File: src/rtl/i2cmb_seq_pkg.sv
// ---------------------------------------------------------------------------
// i2cmb_seq_pkg
// Shared definitions for the IICMB Wishbone byte-transfer sequencer:
//   - IICMB register map (CSR/DPR/CMDR) and CMDR command codes
//   - CMDR status bit positions and response error codes
//   - sequencer FSM state enum
//   - seq_op(): maps a sequence step to the Wishbone access it performs
// ---------------------------------------------------------------------------
package i2cmb_seq_pkg;

  // IICMB register addresses
  localparam logic [1:0] REG_CSR  = 2'd0;
  localparam logic [1:0] REG_DPR  = 2'd1;
  localparam logic [1:0] REG_CMDR = 2'd2;

  // CMDR command codes (CMDR[2:0])
  localparam logic [2:0] CMD_WRITE    = 3'b001;
  localparam logic [2:0] CMD_READ_NAK = 3'b011;
  localparam logic [2:0] CMD_START    = 3'b100;
  localparam logic [2:0] CMD_STOP     = 3'b101;
  localparam logic [2:0] CMD_SET_BUS  = 3'b110;

  // CMDR status bit positions
  localparam int STAT_DON = 7;
  localparam int STAT_NAK = 6;
  localparam int STAT_AL  = 5;
  localparam int STAT_ERR = 4;

  // Response error codes
  localparam logic [1:0] RSP_OK       = 2'd0;
  localparam logic [1:0] RSP_NAK      = 2'd1;
  localparam logic [1:0] RSP_ARB_LOST = 2'd2;
  localparam logic [1:0] RSP_CORE_ERR = 2'd3;

  // CSR init values: core enable, optionally with interrupt enable
  localparam logic [7:0] CSR_INIT_POLL = 8'h80;
  localparam logic [7:0] CSR_INIT_IRQ  = 8'hC0;

  // Final step of every transfer is the STOP command
  localparam logic [2:0] STEP_STOP = 3'd7;

  typedef enum logic [2:0] {
    RESET_INIT,
    IDLE,
    WB_REQ,
    WAIT_DONE,
    RESPOND
  } seq_state_t;

  // One Wishbone access of the transfer sequence
  typedef struct packed {
    logic       we;
    logic [1:0] reg_sel;
    logic [7:0] data;
    logic       wait_done;  // CMDR write: poll completion afterwards
  } wb_op_t;

  // Step table. Write: bus, SET_BUS, START, addr, WRITE, wdata, WRITE, STOP.
  // Read : bus, SET_BUS, START, addr, WRITE, READ_NAK, read DPR, STOP.
  function automatic wb_op_t seq_op(input logic [2:0] step,
                                    input logic       rw,
                                    input logic [3:0] bus,
                                    input logic [7:0] addr_byte,
                                    input logic [7:0] wdata);
    wb_op_t op;
    op = '{we: 1'b1, reg_sel: REG_CMDR, data: 8'h00, wait_done: 1'b1};
    case (step)
      3'd0: begin op.reg_sel = REG_DPR; op.data = {4'h0, bus}; op.wait_done = 1'b0; end
      3'd1: op.data = {5'b0, CMD_SET_BUS};
      3'd2: op.data = {5'b0, CMD_START};
      3'd3: begin op.reg_sel = REG_DPR; op.data = addr_byte; op.wait_done = 1'b0; end
      3'd4: op.data = {5'b0, CMD_WRITE};
      3'd5: begin
        if (rw) op.data = {5'b0, CMD_READ_NAK};
        else begin op.reg_sel = REG_DPR; op.data = wdata; op.wait_done = 1'b0; end
      end
      3'd6: begin
        if (rw) begin op.we = 1'b0; op.reg_sel = REG_DPR; op.wait_done = 1'b0; end
        else op.data = {5'b0, CMD_WRITE};
      end
      default: op.data = {5'b0, CMD_STOP};
    endcase
    return op;
  endfunction

endpackage

File: src/rtl/i2cmb_wb_port.sv
// ---------------------------------------------------------------------------
// i2cmb_wb_port
// Single-access Wishbone master engine. A one-cycle start launches one
// access; cyc/stb/we/adr/dat are held until ack_i and dropped the next
// cycle, with done pulsing in that cycle. Read data is captured on the ack
// cycle. start is ignored while an access is in flight, and ack_i is
// ignored outside an access.
// Ports:
//   clk, rst                     clock, async active-high reset
//   start, we, adr, wdata        access request
//   done, rdata                  completion pulse, captured read data
//   cyc_o..dat_o, dat_i, ack_i   Wishbone master side
// ---------------------------------------------------------------------------
module i2cmb_wb_port #(
  parameter int WB_ADDR_WIDTH = 2,
  parameter int WB_DATA_WIDTH = 8
) (
  input  logic                     clk,
  input  logic                     rst,
  input  logic                     start,
  input  logic                     we,
  input  logic [WB_ADDR_WIDTH-1:0] adr,
  input  logic [WB_DATA_WIDTH-1:0] wdata,
  output logic                     done,
  output logic [WB_DATA_WIDTH-1:0] rdata,
  output logic                     cyc_o,
  output logic                     stb_o,
  output logic                     we_o,
  output logic [WB_ADDR_WIDTH-1:0] adr_o,
  output logic [WB_DATA_WIDTH-1:0] dat_o,
  input  logic [WB_DATA_WIDTH-1:0] dat_i,
  input  logic                     ack_i
);

  // NOTE: state registers use non-blocking assignments so every register
  // samples pre-edge values; blocking here would create order-dependent races.
  always_ff @(posedge clk or posedge rst) begin
    if (rst) begin
      cyc_o <= 1'b0;
      stb_o <= 1'b0;
      we_o  <= 1'b0;
      adr_o <= '0;
      dat_o <= '0;
      done  <= 1'b0;
      rdata <= '0;
    end else begin
      done <= 1'b0;
      if (cyc_o) begin
        if (ack_i) begin
          cyc_o <= 1'b0;
          stb_o <= 1'b0;
          we_o  <= 1'b0;
          adr_o <= '0;
          dat_o <= '0;
          done  <= 1'b1;
          if (!we_o) rdata <= dat_i;
        end
      end else if (start) begin
        cyc_o <= 1'b1;
        stb_o <= 1'b1;
        we_o  <= we;
        adr_o <= adr;
        dat_o <= wdata;
      end
    end
  end

endmodule

File: src/rtl/i2cmb_wb_sequencer.sv
// ---------------------------------------------------------------------------
// i2cmb_wb_sequencer
// Turns single-byte I2C read/write requests into IICMB register command
// sequences over Wishbone, polls CMDR for completion and reports a response.
// Configuration macro: I2CMB_SEQ_IRQ_EN -- when defined, CSR is written with
// the interrupt enable set and completion is awaited on irq_i before a single
// CMDR read; otherwise CMDR is polled until any status bit [7:4] is set.
// Ports:
//   clk_i, rst_i                          clock, async active-high reset
//   req_valid_i/req_ready_o, req_rw_i,    request handshake and fields
//   req_addr_i, req_wdata_i, req_bus_i
//   rsp_valid_o, rsp_rdata_o, rsp_err_o   one-cycle response
//   cyc_o, stb_o, we_o, adr_o, dat_o,     Wishbone master to the IICMB core
//   dat_i, ack_i, irq_i
// ---------------------------------------------------------------------------
module i2cmb_wb_sequencer
  import i2cmb_seq_pkg::*;
#(
  parameter int WB_ADDR_WIDTH  = 2,
  parameter int WB_DATA_WIDTH  = 8,
  parameter int I2C_ADDR_WIDTH = 7
) (
  input  logic                      clk_i,
  input  logic                      rst_i,
  input  logic                      req_valid_i,
  output logic                      req_ready_o,
  input  logic                      req_rw_i,
  input  logic [I2C_ADDR_WIDTH-1:0] req_addr_i,
  input  logic [7:0]                req_wdata_i,
  input  logic [3:0]                req_bus_i,
  output logic                      rsp_valid_o,
  output logic [7:0]                rsp_rdata_o,
  output logic [1:0]                rsp_err_o,
  output logic                      cyc_o,
  output logic                      stb_o,
  output logic                      we_o,
  output logic [WB_ADDR_WIDTH-1:0]  adr_o,
  output logic [WB_DATA_WIDTH-1:0]  dat_o,
  input  logic [WB_DATA_WIDTH-1:0]  dat_i,
  input  logic                      ack_i,
  input  logic                      irq_i
);

`ifdef I2CMB_SEQ_IRQ_EN
  localparam logic [7:0] CSR_INIT = CSR_INIT_IRQ;
  localparam logic       USE_IRQ  = 1'b1;
`else
  localparam logic [7:0] CSR_INIT = CSR_INIT_POLL;
  localparam logic       USE_IRQ  = 1'b0;
`endif

  seq_state_t                state;
  logic                      pending;     // an access was launched and is not yet done
  logic                      port_start;
  logic                      port_we;
  logic [WB_ADDR_WIDTH-1:0]  port_adr;
  logic [WB_DATA_WIDTH-1:0]  port_wdata;
  logic                      port_done;
  logic [WB_DATA_WIDTH-1:0]  port_rdata;
  logic [2:0]                step;
  logic                      lat_rw;
  logic [I2C_ADDR_WIDTH-1:0] lat_addr;
  logic [7:0]                lat_wdata;
  logic [3:0]                lat_bus;
  logic [1:0]                err;
  logic [7:0]                rdata_lat;
  wb_op_t                    cur_op;
  logic [7:0]                status;
  logic                      status_go;

  // NOTE: combinational blocks assign every output unconditionally first, so
  // no path leaves a value held and no latch is inferred.
  always_comb begin
    cur_op    = seq_op(step, lat_rw, lat_bus, 8'({lat_addr, lat_rw}), lat_wdata);
    status    = port_rdata[7:0];
    // Polling build reads CMDR back-to-back; IRQ build waits for the interrupt.
    status_go = USE_IRQ ? irq_i : 1'b1;
  end

  i2cmb_wb_port #(
    .WB_ADDR_WIDTH (WB_ADDR_WIDTH),
    .WB_DATA_WIDTH (WB_DATA_WIDTH)
  ) u_port (
    .clk   (clk_i),
    .rst   (rst_i),
    .start (port_start),
    .we    (port_we),
    .adr   (port_adr),
    .wdata (port_wdata),
    .done  (port_done),
    .rdata (port_rdata),
    .cyc_o (cyc_o),
    .stb_o (stb_o),
    .we_o  (we_o),
    .adr_o (adr_o),
    .dat_o (dat_o),
    .dat_i (dat_i),
    .ack_i (ack_i)
  );

  // NOTE: reset clears only control and output registers; the latched request
  // fields are also cleared here because they feed outputs via cur_op.
  always_ff @(posedge clk_i or posedge rst_i) begin
    if (rst_i) begin
      state       <= RESET_INIT;
      pending     <= 1'b0;
      port_start  <= 1'b0;
      port_we     <= 1'b0;
      port_adr    <= '0;
      port_wdata  <= '0;
      step        <= '0;
      lat_rw      <= 1'b0;
      lat_addr    <= '0;
      lat_wdata   <= '0;
      lat_bus     <= '0;
      err         <= RSP_OK;
      rdata_lat   <= '0;
      req_ready_o <= 1'b0;
      rsp_valid_o <= 1'b0;
      rsp_rdata_o <= '0;
      rsp_err_o   <= RSP_OK;
    end else begin
      port_start  <= 1'b0;
      rsp_valid_o <= 1'b0;
      case (state)
        RESET_INIT: begin
          if (!pending) begin
            port_start <= 1'b1;
            port_we    <= 1'b1;
            port_adr   <= WB_ADDR_WIDTH'(REG_CSR);
            port_wdata <= WB_DATA_WIDTH'(CSR_INIT);
            pending    <= 1'b1;
          end else if (port_done) begin
            pending     <= 1'b0;
            req_ready_o <= 1'b1;
            state       <= IDLE;
          end
        end

        IDLE: begin
          if (req_valid_i && req_ready_o) begin
            lat_rw      <= req_rw_i;
            lat_addr    <= req_addr_i;
            lat_wdata   <= req_wdata_i;
            lat_bus     <= req_bus_i;
            step        <= '0;
            err         <= RSP_OK;
            rdata_lat   <= '0;
            req_ready_o <= 1'b0;
            state       <= WB_REQ;
          end
        end

        WB_REQ: begin
          if (!pending) begin
            port_start <= 1'b1;
            port_we    <= cur_op.we;
            port_adr   <= WB_ADDR_WIDTH'(cur_op.reg_sel);
            port_wdata <= WB_DATA_WIDTH'(cur_op.data);
            pending    <= 1'b1;
          end else if (port_done) begin
            pending <= 1'b0;
            if (!cur_op.we) rdata_lat <= port_rdata[7:0];
            if (cur_op.wait_done) state <= WAIT_DONE;
            else                  step  <= step + 3'd1;
          end
        end

        WAIT_DONE: begin
          if (!pending) begin
            if (status_go) begin
              port_start <= 1'b1;
              port_we    <= 1'b0;
              port_adr   <= WB_ADDR_WIDTH'(REG_CMDR);
              port_wdata <= '0;
              pending    <= 1'b1;
            end
          end else if (port_done) begin
            pending <= 1'b0;
            if (status[STAT_AL]) begin
              // Bus was lost: the core no longer owns it, so no STOP.
              rsp_valid_o <= 1'b1;
              rsp_err_o   <= RSP_ARB_LOST;
              rsp_rdata_o <= rdata_lat;
              state       <= RESPOND;
            end else if (status[STAT_ERR]) begin
              rsp_valid_o <= 1'b1;
              rsp_err_o   <= RSP_CORE_ERR;
              rsp_rdata_o <= rdata_lat;
              state       <= RESPOND;
            end else if (status[STAT_NAK] && step != STEP_STOP) begin
              // Release the bus before reporting the NAK.
              err   <= RSP_NAK;
              step  <= STEP_STOP;
              state <= WB_REQ;
            end else if (status[STAT_DON] || status[STAT_NAK]) begin
              if (step == STEP_STOP) begin
                rsp_valid_o <= 1'b1;
                rsp_err_o   <= err;
                rsp_rdata_o <= rdata_lat;
                state       <= RESPOND;
              end else begin
                step  <= step + 3'd1;
                state <= WB_REQ;
              end
            end
            // No status bit set: command still running, read CMDR again.
          end
        end

        RESPOND: begin
          req_ready_o <= 1'b1;
          state       <= IDLE;
        end

        default: state <= RESET_INIT;
      endcase
    end
  end

endmodule
File: config.mk
export PLATFORM = sky130hd
export DESIGN_NAME = i2cmb_wb_sequencer
export DESIGN_NICKNAME = d
export VERILOG_FILES = /design/src/rtl/i2cmb_seq_pkg.sv /design/src/rtl/i2cmb_wb_port.sv /design/src/rtl/i2cmb_wb_sequencer.sv
export SDC_FILE = /design/constraint.sdc
export NUM_CORES = 1
export LEC_CHECK = 0
export CORE_ASPECT_RATIO = 1.4
export CORE_MARGIN = 2
export CORE_UTILIZATION = 48
export CTS_CLUSTER_DIAMETER = 30
export CTS_CLUSTER_SIZE = 12
export DETAILED_ROUTE_END_ITERATION = 7
export GPL_ROUTABILITY_DRIVEN = 0
export GPL_TIMING_DRIVEN = 0
export PLACE_DENSITY_LB_ADDON = 0.08
export SYNTH_ARGS = -nofsm -noshare
export SYNTH_HDL_FRONTEND = slang
export SYNTH_SLANG_ARGS = --single-unit
File: constraint.sdc
create_clock -name clk_i -period 3.2 [get_ports clk_i]
set_clock_uncertainty 0.15 [all_clocks]
set_input_delay 0.8 -clock clk_i [delete_from_list [all_inputs] [get_ports clk_i]]
set_output_delay 0.8 -clock clk_i [all_outputs]
set_load 0.005 [all_outputs]
==> PnR_summary.wiki, run 1 <==
{| class="wikitable"
! Metric !! Value
|-
| Effective utilization at floorplan || 49.6%
|-
| Async set-or-reset flop fraction in the synthesized netlist || 100%
|-
| Most common library cell in the layout ignoring fill and taps || sky130_fd_sc_hd__dfrtp_1
|-
| Number of buffers inserted by post-CTS setup repair || 0
|-
| Net count after synthesis || 383
|-
| Post-route design area || 0.00458 mm2
|-
| Total setup violations reported at the end of the flow || 0
|-
| Remaining global-route overflow || 0
|-
| Count of boundary I/O pins || 58
|-
| P_sw || 1.29 mW
|-
| Final period util || 73.8%
|-
| Data arrival time at the worst-slack endpoint || 2450 ps
|-
| Clock edge transition at the registers on the reported setup and hold paths || 90 ps
|-
| Resize count post-CTS || 0
|-
| Internal power of the cells || 2.31 mW
|-
| N_diodes || 0
|-
| Final Critical Period || 2360 ps
|-
| HPWL after detailed placement || 5520 um
|-
| Total number of H-tree levels || 3
|-
| Highest routed metal layer || met4
|-
| Setup CP Type || input port to register
|-
| Top_reg_cell synth || sky130_fd_sc_hd__dfrtp_1
|-
| Count of different cell masters after synthesis || 44
|-
| First-pass iteration count of the detailed router || 5
|-
| Avg Vias per Cell || 5.33
|-
| Area after detailed placement || 0.00439 mm2
|-
| Area growth from synthesis to layout || 24.5%
|-
| Inst Count DP || 496
|-
| Avg Synthesized Cell Area || 10.8 um2
|-
| Worst voltage drop across the vdd grid || 0.463 mV
|-
| Routed via count || 2,727
|-
| WL final || 7580 um
|-
| Met3 WL || 276 um
|-
| Overall global routing resource usage || 19.6%
|-
| Critical Path Slowest Stage Cell || sky130_fd_sc_hd__clkdlybuf4s50_1
|-
| Setup repair after global routing missed its margin || false
|-
| Normalized max-slew margin || 52.3%
|-
| Final hold violations || 0
|-
| Global-route wire length before repair || 13,000 um
|-
| Number of clock sinks || 82
|-
| Clk pwr share || 19.5%
|-
| Final ANT Viol Nets || 0
|-
| Die height || 108 um
|-
| Path category of the worst min-delay check || register to register
|-
| Worst path max stage delay || 510 ps
|-
| Placeable core region || 0.00741 mm2
|-
| Chip width || 78.0 um
|-
| IO buf count || 56
|-
| Number of antenna violations at the first check in global routing || 0
|-
| Max Buffers Root-to-Sink || 2
|-
| Cell with the most instances on the worst path || sky130_fd_sc_hd__nand2_1
|-
| Portion of the post-synthesis area used by sequential elements || 55.8%
|-
| Remaining DRCs || 0
|-
| Critical path cell sequence || clkdlybuf4s50_1 > nand2_1 > or3_1 > clkbuf_1 > buf_6 > buf_2 > nand2_1 > nand2_1
|-
| Leakage power total || 2.10 nW
|-
| Routed wirelength normalized by instance count || 14.8 um
|-
| Number of synthesized flops with an enable pin || 0
|-
| Kind of start point of the critical path || input port
|-
| Most used cells in the layout excluding fill and tap cells || 82 x sky130_fd_sc_hd__dfrtp_1, 59 x sky130_fd_sc_hd__nand2_1, 56 x sky130_fd_sc_hd__clkdlybuf4s50_1
|-
| Result of the run || completed
|-
| Count of hold-fix buffers inserted at cts || 0
|-
| Synthesis Warnings || 0
|-
| Power density over cell area || 788 mW/mm2
|-
| Fin Setup TNS || 0 ps
|-
| Number of filler instances in the final layout || 668
|-
| Total CTS buffers || 9
|-
| Max Clock Freq || 424 MHz
|-
| FP Rows || 37
|-
| Post-synthesis cell area || 0.00368 mm2
|-
| Combinational cell fraction of total power || 34.1%
|-
| Max FO, Critical Path || 10
|-
| Final-report max-slew violation count || 0
|-
| Count of routing violations after the opening detailed-route iteration || 181
|-
| Part of the total power dissipated in sequential elements || 46.4%
|-
| M1 WL || 3260 um
|-
| Count of state elements after synthesis || 82
|-
| Proportion of total power due to net switching || 35.9%
|-
| Cell at the root of the clock tree || sky130_fd_sc_hd__clkbuf_8
|-
| Fraction of layout cells with a size suffix above 1 || 14.5%
|-
| Insertion delay to the later sink of the worst-skew pair || 340 ps
|-
| Count of max-cap constraint violations || 0
|-
| Net total in the final layout || 451
|-
| Kind of end point of the critical path || register
|-
| Post-route insts no fill || 512
|-
| Req. time, crit path || 3290 ps
|-
| TritonCTS clock tree || built
|-
| Post-Syn Instances || 342
|-
| Detail Route met2 WL || 3970 um
|-
| Pin count of the biggest net entering global routing || 60
|-
| Transition time at the pin with the least slew margin || 709 ps
|-
| Overall die area || 0.00839 mm2
|-
| Number of global-route vias before repair || 2,694
|}
Yosys cell counts (all sizes together), types with 6 or more instances:
library cell / count / area share, %
dfrtp: 82 / 56
nor2: 22 / 2.2
inv: 17 / 1.7
o21ai: 24 / 3.3
nand3: 13 / 1.9
nor3: 7 / 1.1
clkbuf: 6 / 0.61
a21oi: 12 / 2.2
a22o: 11 / 2.6
nand2: 60 / 6.2
mux2: 27 / 8.3
buf: 9 / 1.5
ha: 8 / 2.7
kinds of logic (layout without fill, tap and decap cells):
logic type / after synthesis / after routing / synth area share [%]
adder cells (fa/ha/maj): 8 / 8 / 2.72
multiplexers: 32 / 32 / 9.63
AND/OR/NAND/NOR: 119 / 119 / 14.4
flip-flops: 82 / 82 / 55.8
buffers and inverters: 32 / 105 / 3.88
AO/OA/AOI/OAI: 68 / 68 / 13.4
XOR/XNOR: 1 / 1 / 0.238
final timing paths:
kind | depth (start not counted) | slack [ps] | to | start
setup / recovery | 8 | 840 | lat_wdata[6]$_DFFE_PP0P_ | req_valid_i
hold / removal | 2 | 340 | lat_wdata[4]$_DFFE_PP0P_ | lat_wdata[4]$_DFFE_PP0P_
setup reg to reg | 7 | 860 | step[0]$_DFFE_PP0P_ | step[2]$_DFFE_PP0P_
hold reg to reg | 2 | 340 | lat_wdata[4]$_DFFE_PP0P_ | lat_wdata[4]$_DFFE_PP0P_
max in group asynchronous | 3 | 1690 | state[1]$_DFFE_PP0P_ | rst_i
min in group asynchronous | 2 | 620 | u_port.cyc_o$_DFF_PP0_ | rst_i
per-layer routing:
layer	up-vias	global-route usage, %
li1	1313	-
met1	1335	24.8
met2	71	34.4
met3	8	2.68
met4	0	6.77
met5	-	0
worst max-delay path: cells and delay by family:
family	cells	cell delay, ps
buffers and inverters	4	1030
and+or+nand+nor	4	620
power groups by stage:
stage	clock network (mW)	logic [mW]	registers, mW
after detailed placement	0	1.23	1.69
after global routing	0.763	1.39	1.73
after CTS	0.725	1.24	1.68
after global placement	0	1.20	1.69
final	0.702	1.23	1.67
after floorplan	0	0.846	1.61
cell type report:
class	count	area (um2)	share of cell area, %
Multi-Input combinational cell	228	1480	32.4
Clock buffer	10	138	3.01
Buffer	15	78.8	1.72
Sequential cell	82	2050	44.8
Tap cell	97	121	2.65
Timing Repair Buffer	57	588	12.8
Inverter	17	66.3	1.45
Clock inverter	6	50.0	1.09
metrics by stage:
stage	utilization (%)	power, mW	setup slack (ps)	hold slack (ps)
finish	61.8	3.61	839	336
global route	61.8	3.89	671	362
CTS	61.8	3.64	858	337
detailed placement	59.3	2.93	484	317
global placement	58.9	2.89	-1140	309
floorplan	-	2.45	142	295
sequential cells by signal, indices dropped and copies added (netlist names), 3 cells and up:
| name | flops |
|---|---|
| port_wdata | 8 |
| rdata_lat | 8 |
| lat_bus | 4 |
| lat_wdata | 8 |
| step | 3 |
| u_port.dat_o | 8 |
| lat_addr | 7 |
| state | 3 |
| rsp_rdata_o | 8 |
| u_port.rdata | 8 |
Note: power is estimated with default switching activity, not from simulation.
==> run 2, diff against run 1 <==
--- a/config.mk
+++ b/config.mk
@@ -7,7 +7,7 @@
 export LEC_CHECK = 0
 export CORE_ASPECT_RATIO = 1.4
 export CORE_MARGIN = 2
-export CORE_UTILIZATION = 48
+export CORE_UTILIZATION = 53
 export CTS_CLUSTER_DIAMETER = 30
 export CTS_CLUSTER_SIZE = 12
 export DETAILED_ROUTE_END_ITERATION = 7
==> constraint.sdc (replaced) <==
create_clock -name clk_i -period 2.3 [get_ports clk_i]
set_clock_uncertainty 0.15 [all_clocks]
set_input_delay 0.575 -clock clk_i [delete_from_list [all_inputs] [get_ports clk_i]]
set_output_delay 0.575 -clock clk_i [all_outputs]
set_load 0.005 [all_outputs]
==> run 2 against run 1 <==
Compared with the run above:
- routed wire length grew 0.70%
- critical path type is now register to register
- worst setup slack lost 720 ps
- largest power group unchanged
- combinational power grew 42%
- utilization grew 7.5 points
- design area grew 0.74%
- non-clock buffer count grew 1
- sequential share of layout area shrank 0.27 points
- global-route usage grew 2.5 points
- clock-buffer cell count is the same
- register-to-register slack lost 740 ps
==> PnR_summary.wiki, run 2 (synthesis gave the netlist of run 1 again) <==
{| class="wikitable"
! Metric !! Value
|-
| Post-route insts no fill || 508 (-0.78%)
|-
| Placeable core region || 0.00666 mm2 (-10%)
|-
| Routed wirelength normalized by instance count || 15.0 um (+1.5%)
|-
| Final-report max-slew violation count || 0 (unchanged)
|-
| Inst Count DP || 491 (-1.0%)
|-
| Number of antenna violations at the first check in global routing || 0 (unchanged)
|-
| Total setup violations reported at the end of the flow || 0 (unchanged)
|-
| Normalized max-slew margin || 42.3% (-10 points)
|-
| Req. time, crit path || 2430 ps (-860 ps)
|-
| Number of global-route vias before repair || 2,758 (+2.4%)
|-
| HPWL after detailed placement || 5480 um (-0.78%)
|-
| Count of routing violations after the opening detailed-route iteration || 140 (-23%)
|-
| Clock edge transition at the registers on the reported setup and hold paths || 80 ps (about the same)
|-
| Worst voltage drop across the vdd grid || 0.568 mV (+23%)
|-
| Max Clock Freq || 459 MHz
|-
| Area after detailed placement || 0.00438 mm2 (-0.29%)
|-
| Fraction of layout cells with a size suffix above 1 || 16.1% (+1.6 points)
|-
| Hold path startpoint || lat_wdata[5]$_DFFE_PP0P_
|-
| Number of stages on the worst hold path || 2 (unchanged)
|-
| Final ANT Viol Nets || 0 (unchanged)
|-
| Leakage power total || 2.10 nW (about the same)
|-
| Insertion delay to the later sink of the worst-skew pair || 350 ps (about the same)
|-
| Effective utilization at floorplan || 55.2% (+5.6 points)
|-
| Most used cells in the layout excluding fill and tap cells || 80 x sky130_fd_sc_hd__dfrtp_1, 59 x sky130_fd_sc_hd__nand2_1, 56 x sky130_fd_sc_hd__clkdlybuf4s50_1
|-
| Power density over cell area || 1110 mW/mm2 (+41%)
|-
| Die height || 103 um (-4.7%)
|-
| Overall global routing resource usage || 22.1% (+2.5 points)
|-
| Remaining global-route overflow || 0 (unchanged)
|-
| Number of filler instances in the final layout || 534 (-20%)
|-
| IO buf count || 56 (unchanged)
|-
| Final Critical Period || 2180 ps
|-
| Final period util || 94.8%
|-
| Worst path max stage delay || 440 ps (-70 ps)
|-
| Kind of end point of the critical path || register
|-
| FP Rows || 35 (-5.4%)
|-
| Critical Path Slowest Stage Cell || sky130_fd_sc_hd__dfrtp_2
|-
| Total number of H-tree levels || 3 (unchanged)
|-
| Number of clock sinks || 82 (unchanged)
|-
| Cell at the root of the clock tree || sky130_fd_sc_hd__clkbuf_8
|-
| WL final || 7640 um (+0.70%)
|-
| Endpoint of the worst register-to-register path || rdata_lat[0]$_DFFE_PP0P_
|-
| Result of the run || completed
|-
| Pin count of the biggest net entering global routing || 43 (-28%)
|-
| Data arrival time at the worst-slack endpoint || 2310 ps (-140 ps)
|-
| Startpoint of the most critical register-to-register path || step[0]$_DFFE_PP0P_
|-
| Remaining DRCs || 0 (unchanged)
|-
| Overall die area || 0.00763 mm2 (-9.0%)
|-
| Avg Vias per Cell || 5.36 (+0.68%)
|-
| Critical path cell sequence || inv_1 > ha_2 > nand4_1 > or3_1 > a21oi_4 > buf_6 > nand3_1 > o21ai_0
|-
| Kind of start point of the critical path || register
|-
| Worst Setup SP || step[0]$_DFFE_PP0P_
|-
| N_diodes || 0 (unchanged)
|-
| Path category of the worst min-delay check || register to register
|-
| Register-to-register setup slack || 120 ps (-740 ps)
|-
| Count of max-cap constraint violations || 0 (unchanged)
|-
| Final hold violations || 0 (unchanged)
|-
| Transition time at the pin with the least slew margin || 864 ps (+155 ps)
|-
| Worst hold endpoint || lat_wdata[5]$_DFFE_PP0P_
|-
| Net total in the final layout || 452 (+0.22%)
|-
| Worst-case hold slack || 326 ps (-9.96 ps)
|-
| Area growth from synthesis to layout || 25.4%
|-
| Setup CP Type || register to register
|-
| Chip width || 74.4 um (-4.6%)
|-
| Count of boundary I/O pins || 58 (unchanged)
|-
| Post-route design area || 0.00461 mm2 (+0.74%)
|-
| Count of hold-fix buffers inserted at cts || 0 (unchanged)
|-
| Global-route wire length before repair || 12,800 um (-1.4%)
|-
| Total CTS buffers || 9 (unchanged)
|-
| Worst-case reg-to-reg path depth || 8 (+1)
|-
| Most common library cell in the layout ignoring fill and taps || sky130_fd_sc_hd__dfrtp_1
|-
| First-pass iteration count of the detailed router || 4 (-1)
|-
| Setup repair after global routing missed its margin || false
|-
| Max FO, Critical Path || 10 (unchanged)
|-
| Max Buffers Root-to-Sink || 2 (unchanged)
|-
| Routed via count || 2,724 (-0.11%)
|-
| TritonCTS clock tree || built
|}
==> run 2: worst max-delay path, delay by kind of cell (launching register included) <==
| family | cells | cell delay (ps) |
|---|---|---|
| buf+inv | 2 | 280 |
| flops | 1 | 440 |
| simple gates | 3 | 600 |
| fa+ha+maj | 1 | 270 |
| compound gates | 2 | 360 |
==> run 2: cell type report <==
type,instances,area [um2],share of cell area [%]
well taps,92,115,2.50
inverters,17,67.6,1.47
multi-input cells,228,1500,32.6
clock inverters,6,65.1,1.41
clock buffers,10,128,2.77
repair buffers,58,601,13.0
plain buffers,15,78.8,1.71
flip-flops and latches,82,2050,44.6
==> run 2: power breakdown <==
part	leakage (nW)	switching [mW]	internal [mW]
Combinational	0.933	0.893	0.858
Sequential	1.07	0.385	1.95
Clock	0.0971	0.523	0.506
==> run 2: how the worst max path moves through the flow <==
| stage | to | slack, ps | depth (start not counted) |
|---|---|---|---|
| floorplan | step[0]$_DFFE_PP0P_ | 280 | 7 |
| global placement | lat_bus[2]$_DFFE_PP0P_ | -250 | 2 |
| detailed placement | lat_wdata[6]$_DFFE_PP0P_ | -160 | 8 |
| CTS | step[2]$_DFFE_PP0P_ | 30 | 7 |
| global route | rdata_lat[0]$_DFFE_PP0P_ | 30 | 8 |
| finish | rdata_lat[0]$_DFFE_PP0P_ | 120 | 8 |
==> run 2: through the flow <==
stage / power (mW) / setup slack (ps) / utilization (%) / setup TNS, ps
after floorplan: 3.41 / 278 / - / 0
after global placement: 4.00 / -252 / 65.5 / -22660
after detailed placement: 4.06 / -156 / 65.8 / -2610
after CTS: 5.11 / 25.0 / 68.6 / 0
after global routing: 5.48 / 28.2 / 69.3 / 0
final: 5.11 / 120 / 69.3 / 0
==> run 2: timing repair <==
| action | in CTS | in global routing |
|---|---|---|
| pin swaps | 0 | 2 |
| resized for setup | 1 | 6 |
| gates cloned | 0 | 0 |
| setup buffers | 0 | 1 |
| endpoints found under the setup margin | 11 | 28 |
==> run 2: routing by layer <==
metal  up-vias  track usage (%)  share of wire [%]
li1       1317                -                  -
met1      1332             26.7                 40
met2        59             38.1                 54
met3        16             3.32                3.1
met4         0             10.6                2.4
met5         -                0                  0
==> run 3, diff against run 2 <==
--- a/config.mk
+++ b/config.mk
@@ -5,9 +5,10 @@
 export SDC_FILE = /design/constraint.sdc
 export NUM_CORES = 1
 export LEC_CHECK = 0
+export CAP_MARGIN = 20
 export CORE_ASPECT_RATIO = 1.4
 export CORE_MARGIN = 2
-export CORE_UTILIZATION = 53
+export CORE_UTILIZATION = 55
 export CTS_CLUSTER_DIAMETER = 30
 export CTS_CLUSTER_SIZE = 12
 export DETAILED_ROUTE_END_ITERATION = 7
==> constraint.sdc (replaced) <==
create_clock -name clk_i -period 2.55 [get_ports clk_i]
set_clock_uncertainty 0.15 [all_clocks]
set_input_delay 0.6375 -clock clk_i [delete_from_list [all_inputs] [get_ports clk_i]]
set_output_delay 0.6375 -clock clk_i [all_outputs]
set_load 0.005 [all_outputs]
==> run 3 against run 2 <==
Compared with the run above:
- combinational power is 11% lower
- sequential power decreased by 9.4%
- hold slack gained 5.8 ps
- routed wire length shrank 2.1%
- largest cell class unchanged
==> PnR_summary.wiki, run 3 (synthesis gave the netlist of run 1 again) <==
{| class="wikitable"
! Metric !! Value
|-
| Leakage power total || 2.09 nW (-0.49%)
|-
| Setup CP Type || register to register
|-
| Chip width || 73.1 um (-1.7%)
|-
| Global-route wire length before repair || 12,700 um (-0.70%)
|-
| Final critical-path setup slack || 256 ps (+136 ps)
|-
| Count of boundary I/O pins || 58 (unchanged)
|-
| Power density over cell area || 999 mW/mm2 (-9.9%)
|-
| Worst-case reg-to-reg path depth || 7 (-1)
|-
| Clock edge transition at the registers on the reported setup and hold paths || 80 ps (about the same)
|-
| Cell at the root of the clock tree || sky130_fd_sc_hd__clkbuf_8
|-
| Most common library cell in the layout ignoring fill and taps || sky130_fd_sc_hd__dfrtp_1
|-
| Cell with the most instances on the worst path || sky130_fd_sc_hd__ha_1
|-
| Final ANT Viol Nets || 0 (unchanged)
|-
| Total number of H-tree levels || 3 (unchanged)
|-
| Result of the run || completed
|-
| Pwr Total || 4.53 mW (-11%)
|-
| Worst path max stage delay || 430 ps (about the same)
|-
| Effective utilization at floorplan || 56.4% (+1.1 points)
|-
| Final period util || 90.0% (-4.8 points)
|-
| Count of routing violations after the opening detailed-route iteration || 127 (-9.3%)
|-
| Post-placement setup slack || 22.2 ps (+178 ps)
|-
| Overall global routing resource usage || 22.5% (+0.40 points)
|-
| Count of hold-fix buffers inserted at cts || 0 (unchanged)
|-
| Most used cells in the layout excluding fill and tap cells || 82 x sky130_fd_sc_hd__dfrtp_1, 59 x sky130_fd_sc_hd__nand2_1, 56 x sky130_fd_sc_hd__clkdlybuf4s50_1
|-
| Number of clock sinks || 82 (unchanged)
|-
| Final Critical Period || 2290 ps (+114 ps)
|-
| Fraction of layout cells with a size suffix above 1 || 14.7% (-1.4 points)
|-
| Max Clock Freq || 436 MHz (-5.0%)
|-
| Kind of end point of the critical path || register
|-
| Kind of start point of the critical path || register
|-
| Avg Vias per Cell || 5.53 (+3.2%)
|-
| HPWL after detailed placement || 5470 um (-0.14%)
|-
| Area growth from synthesis to layout || 23.4%
|-
| Total CTS buffers || 9 (unchanged)
|-
| Normalized max-slew margin || 40.4% (-1.8 points)
|-
| Number of antenna violations at the first check in global routing || 0 (unchanged)
|-
| TritonCTS clock tree || built
|-
| WL final || 7480 um (-2.1%)
|-
| Number of stages on the worst hold path || 2 (unchanged)
|-
| Die height || 101 um (-1.8%)
|-
| Number of filler instances in the final layout || 536 (+0.37%)
|-
| Final hold violations || 0 (unchanged)
|-
| Worst-case hold slack || 332 ps (+5.83 ps)
|-
| FP Rows || 35 (unchanged)
|-
| Insertion delay to the later sink of the worst-skew pair || 360 ps (about the same)
|-
| Total setup violations reported at the end of the flow || 0 (unchanged)
|-
| Path category of the worst min-delay check || register to register
|-
| N_diodes || 0 (unchanged)
|-
| Net total in the final layout || 451 (-0.22%)
|-
| Routed wirelength normalized by instance count || 15.3 um (+1.7%)
|-
| Count of max-cap constraint violations || 0 (unchanged)
|-
| Remaining global-route overflow || 0 (unchanged)
|-
| Pin count of the biggest net entering global routing || 43 (unchanged)
|-
| Transition time at the pin with the least slew margin || 891 ps (+27.2 ps)
|-
| Req. time, crit path || 2670 ps (+240 ps)
|-
| Number of buffers inserted by post-CTS setup repair || 0 (unchanged)
|-
| Fin Setup TNS || 0 ps (unchanged)
|-
| Routed via count || 2,705 (-0.70%)
|-
| Critical Path Slowest Stage Cell || sky130_fd_sc_hd__dfrtp_1
|-
| Overall die area || 0.00737 mm2 (-3.5%)
|-
| IO buf count || 56 (unchanged)
|-
| Data arrival time at the worst-slack endpoint || 2410 ps (+100 ps)
|-
| Critical path cell sequence || ha_1 > ha_1 > nor2_1 > o32ai_1 > nand3_1 > a221o_1 > mux2i_1
|-
| Number of global-route vias before repair || 2,706 (-1.9%)
|-
| Worst voltage drop across the vdd grid || 0.557 mV (-1.9%)
|-
| Setup repair after global routing missed its margin || false
|-
| Max Buffers Root-to-Sink || 2 (unchanged)
|-
| Remaining DRCs || 0 (unchanged)
|-
| Final-report max-slew violation count || 0 (unchanged)
|-
| Placeable core region || 0.00653 mm2 (-2.0%)
|-
| First-pass iteration count of the detailed router || 5 (+1)
|-
| Max FO, Critical Path || 5 (-5)
|}
[run 3: cell count changes in the layout (fill, tap and decap cells not counted), sizes merged]
cell | before | now
inv | 18 | 20
buf | 11 | 10
bufinv | 1 | 0
clkbuf | 16 | 15
[run 3: stage by stage]
stage / cell area, um2 / util, % / cells
after floorplan: 3680 / - / 342
after detailed placement: 4350 / 66.7 / 473
after global placement: 4330 / 66.4 / 472
final: 4540 / 69.5 / 489
after global routing: 4540 / 69.5 / 489
after CTS: 4540 / 69.5 / 489
[run 3: repair_timing]
item	CTS	global route
setup endpoints to repair	0	1
hold endpoints to repair	0	0
gates resized for setup	0	1
[run 3: worst max-delay path, delay by kind of cell, from the launching register on]
family	cells	cell delay, ps
flip-flops	1	430
AO/OA/AOI/OAI	2	710
multiplexers	1	220
AND/OR/NAND/NOR	2	180
adder cells (fa/ha/maj)	2	520
[run 3: final timing paths]
check / from / slack, ps / endpoint
max: step[0]$_DFFE_PP0P_ / 260 / step[0]$_DFFE_PP0P_
min: lat_addr[3]$_DFFE_PP0P_ / 330 / lat_addr[3]$_DFFE_PP0P_
max reg2reg: step[0]$_DFFE_PP0P_ / 260 / step[0]$_DFFE_PP0P_
min reg2reg: lat_addr[3]$_DFFE_PP0P_ / 330 / lat_addr[3]$_DFFE_PP0P_
max in group asynchronous: rst_i / 920 / req_ready_o$_DFFE_PP0P_
min in group asynchronous: rst_i / 640 / u_port.stb_o$_DFFE_PP0P_
[run 3: power by group]
part | switching, mW | total, mW | internal [mW]
registers | 0.354 | 2.11 | 1.75
clock network | 0.510 | 0.881 | 0.371
logic | 0.786 | 1.55 | 0.759
[run 3: layer usage]
metal  track usage, %  routed length (um)  vias to the layer above
li1                 -                   -                     1321
met1             27.0                3160                     1304
met2             39.2                3930                       65
met3             3.70                 235                       15
met4             9.54                 153                        0
met5                0                   0                        -
[run 3: cell type report]
cell class	instances	area, um2	area share (%)
multi-input cells	228	1480	32.7
plain buffers	15	78.8	1.74
inverters	17	67.6	1.49
well taps	74	92.6	2.04
repair buffers	57	581	12.8
clock inverters	7	58.8	1.30
clock buffers	9	124	2.73
flip-flops and latches	82	2050	45.2
==> RTL change (config.mk and constraints of run 3) <==
`WB_ADDR_WIDTH` is set to 2 in 2 places; all go to 1.
--- a/src/rtl/i2cmb_wb_port.sv
+++ b/src/rtl/i2cmb_wb_port.sv
@@ -14,3 +14,3 @@
 module i2cmb_wb_port #(
-  parameter int WB_ADDR_WIDTH = 2,
+  parameter int WB_ADDR_WIDTH = 1,
   parameter int WB_DATA_WIDTH = 8
--- a/src/rtl/i2cmb_wb_sequencer.sv
+++ b/src/rtl/i2cmb_wb_sequencer.sv
@@ -18,3 +18,3 @@
 #(
-  parameter int WB_ADDR_WIDTH  = 2,
+  parameter int WB_ADDR_WIDTH  = 1,
   parameter int WB_DATA_WIDTH  = 8,
Interface: changed (resized adr_o); port bits go from 58 to 57. No check against the original RTL was run, so the function may have changed too.
==> RTL change against run 3 <==
- sequential cell count is 2 lower
- wire length is 1.7% lower
- largest cell class unchanged
- cell area up 0.30%
- synthesized area fell by 0.88%
- setup slack improved by 0.097 ns
Power is not compared: it rests on default switching activity, and its combinational part moved more than twofold at a synthesized area within 25%.
==> RTL change: results (changes against run 3) <==
Synthesis
  – Syn Nets: 337 (was 383)
  – Post-synthesis async set-or-reset flop share: 1.000 (unchanged)
  – Synthesis Warnings: 0 (unchanged)
  – Top area cells in the synthesized netlist: sky130_fd_sc_hd__dfrtp_1 55%, sky130_fd_sc_hd__mux2_2 9.0%, sky130_fd_sc_hd__a22o_1 5.3%, sky130_fd_sc_hd__nand2_1 2.3%, sky130_fd_sc_hd__mux2i_1 2.2% (was sky130_fd_sc_hd__dfrtp_1 56%, sky130_fd_sc_hd__mux2_2 8.3%, sky130_fd_sc_hd__nand2_1 6.0%, sky130_fd_sc_hd__o21ai_0 3.3%, sky130_fd_sc_hd__ha_1 2.7%)
  – Leading cell types by count after synthesis: 80 x sky130_fd_sc_hd__dfrtp_1, 29 x sky130_fd_sc_hd__mux2_2, 22 x sky130_fd_sc_hd__a22o_1, 22 x sky130_fd_sc_hd__nand2_1, 18 x sky130_fd_sc_hd__inv_1 (was 82 x sky130_fd_sc_hd__dfrtp_1, 59 x sky130_fd_sc_hd__nand2_1, 27 x sky130_fd_sc_hd__mux2_2)
  – Count of different cell masters after synthesis: 53 (was 44)
  – Dominant cell type by area after synthesis: sky130_fd_sc_hd__dfrtp_1 (unchanged)
  – Share of synthesized area occupied by flip-flops and latches: 0.5493 (was 0.5580)

Global routing
  – Largest net degree at the start of global routing: 41 (was 43)
  – Antenna violations before repair: 0 (unchanged)
  – Global-route usage over all layers: 0.2268 (was 0.2248)
  – First-pass GRT wire length: 12,610 um (was 12,690 um)
  – Vias in the first global route: 2,656 (was 2,706)

Clocking
  – Clk Latency, worst-skew pair: 0.35 ns
  – Clock-pin slew on the worst setup and hold paths: 0.08 ns (about the same)
  – Number of buffers on the longest clock path: 2 (unchanged)
  – Post-cts sizing count: 0 (unchanged)
  – Clock root buffer master: sky130_fd_sc_hd__clkbuf_8 (unchanged)
  – CTS H-tree depth: 3 (unchanged)
  – Number of buffers inserted by post-CTS setup repair: 0 (unchanged)

Routing
  – Violation count after the first detailed-route iteration: 180 (was 127)
  – Via density per instance: 5.800 (was 5.532)
  – Number of optimization iterations in the first detailed-route pass: 4 (was 5)
  – Final WL: 7353 um (was 7477 um)

STA
  – Final count of hold timing violations: 0 (unchanged)
  – Slew @ Worst Pin: 0.6622 ns (was 0.8914 ns)

Worst setup path
  – Worst setup path startpoint: step[0] (unchanged)
  – FF-to-FF path depth: 6 (was 7)
  – Maximum fanout along the worst path: 10 (was 5)

Hold path
  – Cell depth of the worst min-delay path: 2 (unchanged)
  – Launch instance of the worst min-delay path: rsp_err_o[0] (was lat_addr[3])
  – Hold WC Path Type: flop to flop (unchanged)

Power
  – VDD IR max: 0.3468 mV
  – Static leakage: 0.002179 uW

Placement
  – Placed wire-length estimate: 5396 um (was 5472 um)
  – Count of buffers from port buffering: 55 (was 56)

Layout
  – Diodes inserted: 0 (unchanged)
  – Proportion of layout cells with a drive suffix above 1: 0.1973 (was 0.1470)
  – Total Nets Final: 405 (was 451)

Outcome
  – Outcome: finished clean (unchanged)
-- RTL change: final timing paths --
path | endpoint | slack [ns]
min | rsp_err_o[0] | 0.33
min reg2reg | rsp_err_o[0] | 0.33
min in group asynchronous | rdata_lat[1] | 0.45
max reg2reg | port_wdata[6] | 0.35
max in group asynchronous | u_port.dat_o[0] | 1.07
max | port_wdata[6] | 0.35
-- RTL change: cell type report --
cell class	instances	area, sq um
clock buffers	10	137.6
inverters	20	78.83
repair buffers	57	590.6
well taps	74	92.59
multi-input cells	183	1464
plain buffers	15	103.9
fillers	510	1931
flip-flops and latches	80	2002
clock inverters	5	81.33
-- RTL change: cell families (layout without fill, tap and decap cells) --
kind of cell,count (synthesis),count (layout),share of synthesized area
muxes,44,44,0.1373
DFF,80,80,0.5493
adders and majority gates,6,6,0.02060
AOI/OAI and AO/OA,72,72,0.1528
buffers and inverters,35,107,0.04909
and+or+nand+nor,61,61,0.09097
-- RTL change: per-layer routing --
| metal | share of wire | GRT usage | wire length, um |
|---|---|---|---|
| met3 | 0.044 | 0.05321 | 326 |
| met1 | 0.41 | 0.2761 | 3041 |
| met2 | 0.52 | 0.3902 | 3855 |
| met4 | 0.018 | 0.07977 | 130 |
| met5 | 0 | 0 | 0 |
-- RTL change: through the flow --
stage / setup TNS, ns / setup WS (ns) / instances / area, sq um
2_1_floorplan: 0 / 0.6265 / 298 / 3649
3_3_place_gp: -1.244 / -0.01957 / 427 / 4292
3_5_place_dp: 0 / 0.1043 / 429 / 4332
4_1_cts: 0 / 0.3288 / 444 / 4551
5_1_grt: 0 / 0.1964 / 444 / 4551
6_report: 0 / 0.3528 / 444 / 4551
-- RTL change: power by group --
group	total (uW)	switching (uW)	internal [uW]
clock network	1020	448	573
registers	1270	0	1270
logic	81.5	33.5	48.0
-- RTL change: critical path, stage by stage (launching register included) --
cell and delay, ns:
sky130_fd_sc_hd__dfrtp_1 0.43, sky130_fd_sc_hd__ha_1 0.24, sky130_fd_sc_hd__ha_1 0.22, sky130_fd_sc_hd__buf_2 0.20
sky130_fd_sc_hd__nor4_2 0.46, sky130_fd_sc_hd__nor3_2 0.16, sky130_fd_sc_hd__a22o_1 0.21
